===== config.mk =====
export PLATFORM = sky130hd
export DESIGN_NAME = adc_seq_ctrl
export DESIGN_NICKNAME = d
export VERILOG_FILES = /design/src/rtl/adc_seq_ctrl.sv
export SDC_FILE = /design/constraint.sdc
export NUM_CORES = 1
export LEC_CHECK = 0
export CORE_MARGIN = 2
export CORE_UTILIZATION = 30
export DETAILED_ROUTE_END_ITERATION = 7
export GPL_TIMING_DRIVEN = 0
export PLACE_DENSITY_LB_ADDON = 0.12
export SYNTH_ARGS = -nofsm -noshare
export SYNTH_HDL_FRONTEND = slang
export SYNTH_SLANG_ARGS = --single-unit

===== constraint.sdc =====
create_clock -name clk -period 1.98 [get_ports clk]
set_input_delay 0.396 -clock clk [delete_from_list [all_inputs] [get_ports clk]]
set_output_delay 0.396 -clock clk [all_outputs]
set_load 0.05 [all_outputs]

===== src/rtl/adc_seq_ctrl.sv =====
// Configuration-and-capture sequencer for a serial-port ADC/codec: programs the
// control registers, enters data mode, then deframes the sample stream per channel.
module adc_seq_ctrl #(
  parameter int                    NUM_REGS      = 8,
  parameter logic [NUM_REGS*8-1:0] INIT_TABLE    = '0,
  parameter logic [15:0]           DATAMODE_WORD = 16'h4101,
  parameter int                    NUM_CH        = 6,
  parameter int                    TIMEOUT_CYC   = 4096
) (
  input  logic        clk,
  input  logic        rst_l,
  input  logic        SCLK,
  input  logic        SDOFS,
  input  logic        SDO,
  output logic        SDIFS,
  output logic        SDI,
  output logic        SE,
  input  logic        sync,
  input  logic        reinit,
  output logic [15:0] data_o,
  output logic [2:0]  ch_o,
  output logic        valid_o,
  output logic        cfg_done_o,
  output logic        err_o,
  output logic [2:0]  state_dbg
);

  typedef enum logic [2:0] {
    S_IDLE, S_CFG, S_DM, S_WAIT_FS, S_DATA, S_ERROR
  } state_t;

  localparam int TW = $clog2(TIMEOUT_CYC + 1);

  state_t        state;
  logic [2:0]    sclk_sr;
  logic [1:0]    sdo_sr;
  logic [1:0]    fs_sr;
  logic          rise, fall, sclk_edge, timed, timeout;
  logic [TW-1:0] tcnt;
  logic [3:0]    widx;
  logic [4:0]    bcnt;
  logic [15:0]   cur_word, nxt_word;
  logic [14:0]   rx_sh;
  logic [3:0]    rx_cnt;
  logic          rx_act;
  logic [2:0]    ch_cnt;

  // Word index NUM_REGS selects the data-mode entry word.
  function automatic logic [15:0] word_at(input logic [3:0] i);
    logic [15:0] w;
    w = DATAMODE_WORD;
    for (int k = 0; k < NUM_REGS; k++)
      if (i == k[3:0]) w = {2'b11, 3'b000, k[2:0], INIT_TABLE[8*k +: 8]};
    return w;
  endfunction

  assign rise      = sclk_sr[1] & ~sclk_sr[2];
  assign fall      = ~sclk_sr[1] & sclk_sr[2];
  assign sclk_edge = rise | fall;
  assign timed     = (state == S_CFG) || (state == S_DM) || (state == S_WAIT_FS);
  assign timeout   = timed && !sclk_edge && (tcnt == TW'(TIMEOUT_CYC - 1));
  assign cur_word  = word_at(widx);
  assign nxt_word  = word_at(widx + 4'd1);
  assign state_dbg = state;

  always_ff @(posedge clk or negedge rst_l) begin
    if (!rst_l) begin
      sclk_sr <= '0;
      sdo_sr  <= '0;
      fs_sr   <= '0;
    end else begin
      sclk_sr <= {sclk_sr[1:0], SCLK};
      sdo_sr  <= {sdo_sr[0], SDO};
      fs_sr   <= {fs_sr[0], SDOFS};
    end
  end

  always_ff @(posedge clk or negedge rst_l) begin
    if (!rst_l) begin
      state      <= S_IDLE;
      SDI        <= 1'b0;
      SDIFS      <= 1'b0;
      SE         <= 1'b0;
      data_o     <= '0;
      ch_o       <= '0;
      valid_o    <= 1'b0;
      cfg_done_o <= 1'b0;
      err_o      <= 1'b0;
      tcnt       <= '0;
      widx       <= '0;
      bcnt       <= '0;
      rx_sh      <= '0;
      rx_cnt     <= '0;
      rx_act     <= 1'b0;
      ch_cnt     <= '0;
    end else begin
      valid_o <= 1'b0;
      tcnt    <= (sclk_edge || !timed) ? '0 : tcnt + 1'b1;
      if (reinit) begin
        state      <= S_IDLE;
        SE         <= 1'b0;
        SDI        <= 1'b0;
        SDIFS      <= 1'b0;
        err_o      <= 1'b0;
        cfg_done_o <= 1'b0;
        rx_act     <= 1'b0;
      end else if (timeout) begin
        state <= S_ERROR;
        SE    <= 1'b0;
        SDI   <= 1'b0;
        SDIFS <= 1'b0;
        err_o <= 1'b1;
      end else begin
        case (state)
          S_IDLE: begin
            state  <= S_CFG;
            SE     <= 1'b1;
            widx   <= '0;
            bcnt   <= '0;
            rx_act <= 1'b0;
          end
          S_CFG, S_DM: begin
            // bcnt==16 means bit 0 is on the wire; the next rise starts the next word.
            if (rise) begin
              if (bcnt == 5'd16) begin
                if (state == S_DM) begin
                  state <= S_WAIT_FS;
                  SDI   <= 1'b0;
                  SDIFS <= 1'b0;
                end else begin
                  widx  <= widx + 4'd1;
                  SDI   <= nxt_word[15];
                  SDIFS <= 1'b1;
                  bcnt  <= 5'd1;
                  if (widx == 4'(NUM_REGS - 1)) state <= S_DM;
                end
              end else begin
                SDI   <= cur_word[4'd15 - bcnt[3:0]];
                SDIFS <= (bcnt == 5'd0);
                bcnt  <= bcnt + 5'd1;
              end
            end
          end
          S_WAIT_FS, S_DATA: begin
            if (state == S_DATA && sync) ch_cnt <= '0;
            if (fall) begin
              if (fs_sr[1]) begin
                rx_act <= 1'b1;
                rx_cnt <= 4'd1;
                rx_sh  <= {14'b0, sdo_sr[1]};
              end else if (rx_act) begin
                rx_sh  <= {rx_sh[13:0], sdo_sr[1]};
                rx_cnt <= rx_cnt + 4'd1;
                if (rx_cnt == 4'd15) begin
                  rx_act <= 1'b0;
                  if (state == S_WAIT_FS) begin
                    state      <= S_DATA;
                    cfg_done_o <= 1'b1;
                    ch_cnt     <= '0;
                  end else begin
                    data_o  <= {rx_sh, sdo_sr[1]};
                    ch_o    <= ch_cnt;
                    valid_o <= 1'b1;
                    ch_cnt  <= (sync || ch_cnt == 3'(NUM_CH - 1)) ? 3'd0 : ch_cnt + 3'd1;
                  end
                end
              end
            end
          end
          default: ;
        endcase
      end
    end
  end

endmodule


-- After elaboration in Yosys (flattened, before gate mapping)
Index checks and enable logic that the tools add are counted.
- flip-flop bits (word level): 80
- output and inout bits: 28
- $add $sub $neg: 6
- magnitude comparators: 1
- equal/unequal tests: 37
- mux-type cells: 90
- bitwise logic cells: 9
- reduce and logical (&&, ||, !) cells: 37
- operators by type and width (operator ; count):
    $mux 16 ; 16
    $mux 3 ; 18
    $mux 1 ; 40
    $eq 4x3->1 const B ; 8
    $mux 15 ; 2
    $ne 4x4->1 const B ; 7
    $mux 4 ; 5
    $eq 4x2->1 const B ; 4
    $reduce_bool 2->1 ; 8
    $mux 5 ; 3
    $add 13x1->13 const B ; 1
    $eq 13x12->1 const B ; 1
    $mux 13 ; 1
    $reduce_bool 3->1 ; 4
    $ne 2x2->1 const B ; 5
    $pmux 5 s2 ; 1
    $reduce_and 5->1 ; 2
    $pmux 3 s3 ; 1
    $reduce_and 9->1 ; 1
    $add 4x1->4 const B ; 2
    $eq 4x1->1 const B ; 2
    $logic_not 4->1 ; 2
    $pmux 4 s2 ; 1
    $reduce_and 8->1 ; 1
    other kinds (27) ; 44

-- Longest topological paths before layout
Gate-level depths: netlist (run 1).
- depth after elaboration: 16
- depth in mapped cells: 8
- depth with buffers taken out: 7

-- Least setup slack after synthesis (run 1)
Ideal clock, no wire load.
- kind: register to register
- start point: register state[0] (netlist: state_dbg[0])
- end point: register data_o[0]
- library setup time: 0.125 ns
- data arrival time: 2.207 ns
- data required time: 1.855 ns
- path slack: -0.352 ns
- cell stages (with the launch flop): 8
- path buffers: 2
- period minus slack after synthesis: 2.332 ns
- cells stage by stage: dfrtp_1 > buf_2 > nor2_1 > or4b_1 > o21ai_4 > nor3_2 > buf_6 > mux2_4
- longest elaborated chain between the ends: 7
- ends and longest elaborated chain (what ; line ; source):
    from (decl) ; 34 ; state_t state;
    from (signal assigned) ; 80 ; state <= S_IDLE;
    from (signal assigned) ; 100 ; state <= S_IDLE;
    from (signal assigned) ; 108 ; state <= S_ERROR;
    $eq 3x1->1 or $eq 3x2->1 (tied branches) ; 60 ; assign timed = (state == S_CFG) || (state == S_DM) || (state == S_WAIT_FS);
    $logic_or 1x1->1 (2 in a row) ; 60 ;
    $logic_and 1x1->1 (2 in a row) ; 61 ; assign timeout = timed && !sclk_edge && (tcnt == TW'(TIMEOUT_CYC - 1));
    $not 1->1 (no line) ; - ;
    $reduce_and 8->1 (no line) * ; - ;
    to (signal assigned) ; 161 ; data_o <= {rx_sh, sdo_sr[1]};
    to (decl) ; 20 ; output logic [15:0] data_o,
Every way passes the cells marked *; elsewhere a longest branch is shown, timed or not.
A chain may end at the register's enable or synchronous reset.

-- Worst setup path in the final report (run 1)
- start point: register sclk_sr[1]
- end point: register data_o[2]
- longest elaborated chain between the ends: 8
- ends and longest elaborated chain (what ; line ; source):
    from (decl) ; 35 ; logic [2:0] sclk_sr;
    from (signal assigned) ; 72 ; sclk_sr <= {sclk_sr[1:0], SCLK};
    $not 1->1 ; 58 ; assign fall = ~sclk_sr[1] & sclk_sr[2];
    $and 1x1->1 ; 58 ;
    $or 1x1->1 ; 59 ; assign sclk_edge = rise | fall;
    $logic_not 1->1 ; 61 ;
    $logic_and 1x1->1 (2 in a row) ; 61 ;
    $not 1->1 (no line) ; - ;
    $reduce_and 8->1 (no line) * ; - ;
Marked as above.

==> out/summary.txt, run 1 <==
STATUS
----------------------------------------------------------------------------------
Status                                                                complete, but fails checks
Failing checks                                                        setup timing

CLOCKING
----------------------------------------------------------------------------------
Count of hold buffers inserted by post-cts repair                                0
H-tree lvl count                                                                 3
Clock buffer count from CTS                                                      9
Clock Pin Slew Worst Setup and Hold Paths                                  0.06 ns
Clock tree from TritonCTS                                                    built
Cell at the root of the clock tree                                    sky130_fd_sc_hd__clkbuf_16
Clock latency of the later-clocked register in the worst-skew pair         0.34 ns
Maximum clock insertion buffer count                                             2
TritonCTS Sinks                                                                 80

POWER AND IR DROP
----------------------------------------------------------------------------------
Switching power share of the total                                          24.47%
Static leakage                                                            2.249 nW
Net switching power                                                    0.0009430 W
Total power density per cell area                                     745.5 nW/um2
Worst IR drop on VDD                                                   0.0003695 V
Logic gate share of total power                                              11.5%
Internal cell power                                                     0.002910 W
Clock group share of total power                                             43.2%
Total power after layout                                                0.003853 W
Power share of the sequential group                                          45.4%

DETAILED ROUTING
----------------------------------------------------------------------------------
Via count                                                                     2813
Final wirelength                                                           8774 um
Routed wire length per instance                                           14.97 um
Detailed-route vias per instance                                             4.800
Remaining design rule violation count                                            0
Initial DRT Pass Iterations                                                      5
Iteration-0 DRC Markers                                                        143
Post-DRT Antenna Nets                                                            0

STA
----------------------------------------------------------------------------------
RSZ-0062 raised after global routing                                           yes
Worst-case setup margin in the final layout                             -0.1135 ns
Worst-margin pin slew                                                    0.5363 ns
Final clock period utilization by the worst path                            105.7%
Max transition margin                                                       64.25%
Total negative slack                                                     -1.875 ns
Final critical-path required period                                       2.093 ns
Worst Clk Skew                                                         0.005463 ns
Final hold vios                                                                  0
Hold WS                                                                 0.02824 ns
Final Setup Violations                                                          19
Achievable clock frequency                                               477.7 MHz
Slew Viols, Final                                                                0

GLOBAL ROUTE
----------------------------------------------------------------------------------
Wire length of the first global-routing pass                              14410 um
Pin count of the biggest net entering global routing                            42
Initial antenna violation count                                                  0
Total global-route track usage                                              13.18%
Sum of overflow across all layers after global routing                           0
Vias in the first global route                                                2780

YOSYS
----------------------------------------------------------------------------------
Most used flip-flop cell after synthesis                              sky130_fd_sc_hd__dfrtp_1
Synthesized area per cell                                                11.29 um2
Portion of the post-synthesis area used by sequential elements              51.83%
Area fraction of the dominant cell type after synthesis                     51.83%
Main area contributors after synthesis                                sky130_fd_sc_hd__dfrtp_1 (52%), sky130_fd_sc_hd__mux2_4 (7.4%), sky130_fd_sc_hd__ha_1 (4.2%)
Mapped Nets                                                                    362
Synthesized instance count                                                     342
Cell type with the highest aggregate area in the netlist              sky130_fd_sc_hd__dfrtp_1
Synthesized flop and latch total                                                80
Number of enable-type register cells in the synthesized netlist                  0
Count of warnings emitted by yosys                                               0
Fraction of registers with async set or reset after synthesis               100.0%
Count of different cell masters after synthesis                                 60
Mapped cell area                                                          3862 um2

FLOORPLAN
----------------------------------------------------------------------------------
Rows                                                                            41
Starting density of the core                                                30.61%
Die area                                                                 13800 um2
Count of pins on the block boundary                                             35
Die Span X                                                                117.5 um
Floorplan Core Area                                                      12620 um2
Die Y-Extent                                                              117.5 um

PLACED DESIGN
----------------------------------------------------------------------------------
Placed inst area                                                          4456 um2
GP Congestion                                                               0.8556
Detail Placement HPWL                                                      5847 um
Worst slack at placement                                                -0.2889 ns
Input/output buffers                                                            33

CRITICAL PATH
----------------------------------------------------------------------------------
Critical path startpoint category                                         register
Worst Setup Path Type                                                      reg2reg
Launching point of the worst reg2reg path                               sclk_sr[1]
Critical path launch point                                              sclk_sr[1]
R2r worst-path depth                                                             8
CP endpoint kind                                                          register
Setup slack of the most critical reg-to-reg path                          -0.11 ns
Arrival @ worst endpoint                                                   2.31 ns
Highest net fanout along the worst path                                          5
Data required time at the worst endpoint                                   2.20 ns

CELLS AND AREA
----------------------------------------------------------------------------------
Area growth syn-to-layout                                                   33.82%
Design area                                                               5169 um2
Final nets                                                                     431
Share of final-layout standard cells stronger than drive strength 1         27.05%
Number of antenna repair diodes                                                  0

JOB
----------------------------------------------------------------------------------
Number of maximum-capacitance violations                                         0

WORST HOLD PATH
----------------------------------------------------------------------------------
Min-Delay Path Class                                                      in2async

## cell usage in the layout (no fill, tap or decap), types with 6 or more instances in the layout
master / n
sky130_fd_sc_hd__dfrtp_1: 74
sky130_fd_sc_hd__nor2_1: 33
sky130_fd_sc_hd__clkdlybuf4s50_1: 30
sky130_fd_sc_hd__buf_4: 23
sky130_fd_sc_hd__nand2_1: 23
sky130_fd_sc_hd__mux2_4: 19
sky130_fd_sc_hd__inv_1: 17
sky130_fd_sc_hd__a21oi_1: 14
sky130_fd_sc_hd__nand3_1: 11
sky130_fd_sc_hd__o21ai_0: 10
sky130_fd_sc_hd__a22o_1: 10
sky130_fd_sc_hd__xor2_1: 9
sky130_fd_sc_hd__clkbuf_16: 9
sky130_fd_sc_hd__mux2i_1: 8
sky130_fd_sc_hd__ha_1: 8
sky130_fd_sc_hd__buf_6: 6
sky130_fd_sc_hd__o211ai_1: 6
sky130_fd_sc_hd__dfrtp_2: 6
## cell usage after synthesis (5+ instances only)
master	n
sky130_fd_sc_hd__dfrtp_1	80
sky130_fd_sc_hd__nor2_1	34
sky130_fd_sc_hd__nand2_1	25
sky130_fd_sc_hd__mux2_4	19
sky130_fd_sc_hd__inv_1	18
sky130_fd_sc_hd__a21oi_1	16
sky130_fd_sc_hd__ha_1	13
sky130_fd_sc_hd__nand3_1	12
sky130_fd_sc_hd__a22o_1	10
sky130_fd_sc_hd__clkbuf_1	10
sky130_fd_sc_hd__o21ai_0	10
sky130_fd_sc_hd__xor2_1	9
sky130_fd_sc_hd__mux2i_1	8
sky130_fd_sc_hd__nor3_1	6
sky130_fd_sc_hd__o211ai_1	6
sky130_fd_sc_hd__xnor2_1	5
## metal layers
metal  global-route usage, %  routed length [um]
met5                       0                   0
met1                   17.18                4081
met3                   2.955                 269
met2                   20.21                4147
met4                   7.530                 276
## registers in the layout, indices dropped and copies added, names as in the netlist
signal / cells
rx_sh: 15
valid_o: 1
sclk_sr: 3
sdo_sr: 2
bcnt: 5
ch_o: 3
err_o: 1
ch_cnt: 3
SE: 1
tcnt: 13
SDI: 1
rx_act: 1
cfg_done_o: 1
state_dbg: 3
fs_sr: 2
widx: 4
rx_cnt: 4
SDIFS: 1
data_o: 16
## worst paths after layout
check	endpoint
worst max-delay path	data_o[2]
worst max register to register	data_o[2]
worst min-delay path	data_o[13]
max in group asynchronous	state_dbg[0]
worst min register to register	sclk_sr[1]
min in group clk	sclk_sr[1]
## cell type report
| class | count | area [um2] |
|---|---|---|
| Buffer | 12 | 92.59 |
| Clock buffer | 11 | 252.7 |
| Clock inverter | 3 | 42.54 |
| Fill cell | 1253 | 7451 |
| Inverter | 18 | 67.56 |
| Multi-Input combinational cell | 230 | 1926 |
| Sequential cell | 80 | 2009 |
| Tap cell | 172 | 215.2 |
| Timing Repair Buffer | 60 | 563.0 |
## timing repair
action                                  4_1_cts  5_1_grt
gates cloned                                  2        0
resized for setup                            25       32
pin swaps                                     7       15
endpoints found under the setup margin       56       53
buffers inserted                              9       18
## power groups by stage
| stage | Sequential [W] | Combinational [W] | Clock, W |
|---|---|---|---|
| after CTS | 0.00174 | 0.000380 | 0.00173 |
| after floorplan | 0.00177 | 0.000225 | 0 |
| after detailed placement | 0.00177 | 0.000359 | 0 |
| after global placement | 0.00177 | 0.000353 | 0 |
| final | 0.00175 | 0.000441 | 0.00166 |
| after global routing | 0.00176 | 0.000492 | 0.00180 |
## logic make-up after synthesis
group | count (synthesis) | share of synthesized area (%)
xor+xnor | 14 | 3.175
fa+ha+maj | 13 | 4.211
mux | 28 | 9.751
simple gates | 106 | 14.38
flops | 80 | 51.83
compound gates | 69 | 13.02
buf+inv | 32 | 3.628
## critical path, cell delays in order (launching register included)
cell                      delay [ns]
sky130_fd_sc_hd__dfrtp_1        0.37
sky130_fd_sc_hd__inv_2          0.08
sky130_fd_sc_hd__ha_4           0.26
sky130_fd_sc_hd__or4b_4         0.47
sky130_fd_sc_hd__o21ai_4        0.18
sky130_fd_sc_hd__nor3_4         0.06
sky130_fd_sc_hd__buf_6          0.13
sky130_fd_sc_hd__buf_8          0.13
sky130_fd_sc_hd__mux2_4         0.29
## through the flow
| step | utilization, % | cells |
|---|---|---|
| final | 40.96 | 586 |
| after global routing | 40.96 | 586 |
| after CTS | 39.08 | 570 |
| after detailed placement | 35.31 | 548 |
| after global placement | 35.17 | 547 |
| after floorplan | - | 342 |
No activity file was read; power rests on OpenSTA's default activity.
==> run 2, diff against run 1 <==
--- a/config.mk
+++ b/config.mk
@@ -7,6 +7,7 @@
 export LEC_CHECK = 0
 export CORE_MARGIN = 2
 export CORE_UTILIZATION = 30
+export CTS_CLUSTER_DIAMETER = 50
 export DETAILED_ROUTE_END_ITERATION = 7
 export GPL_TIMING_DRIVEN = 0
 export PLACE_DENSITY_LB_ADDON = 0.12
==> results of run 2 <==
Same layout as run 1: the final DEF is identical, and so are final timing and power.
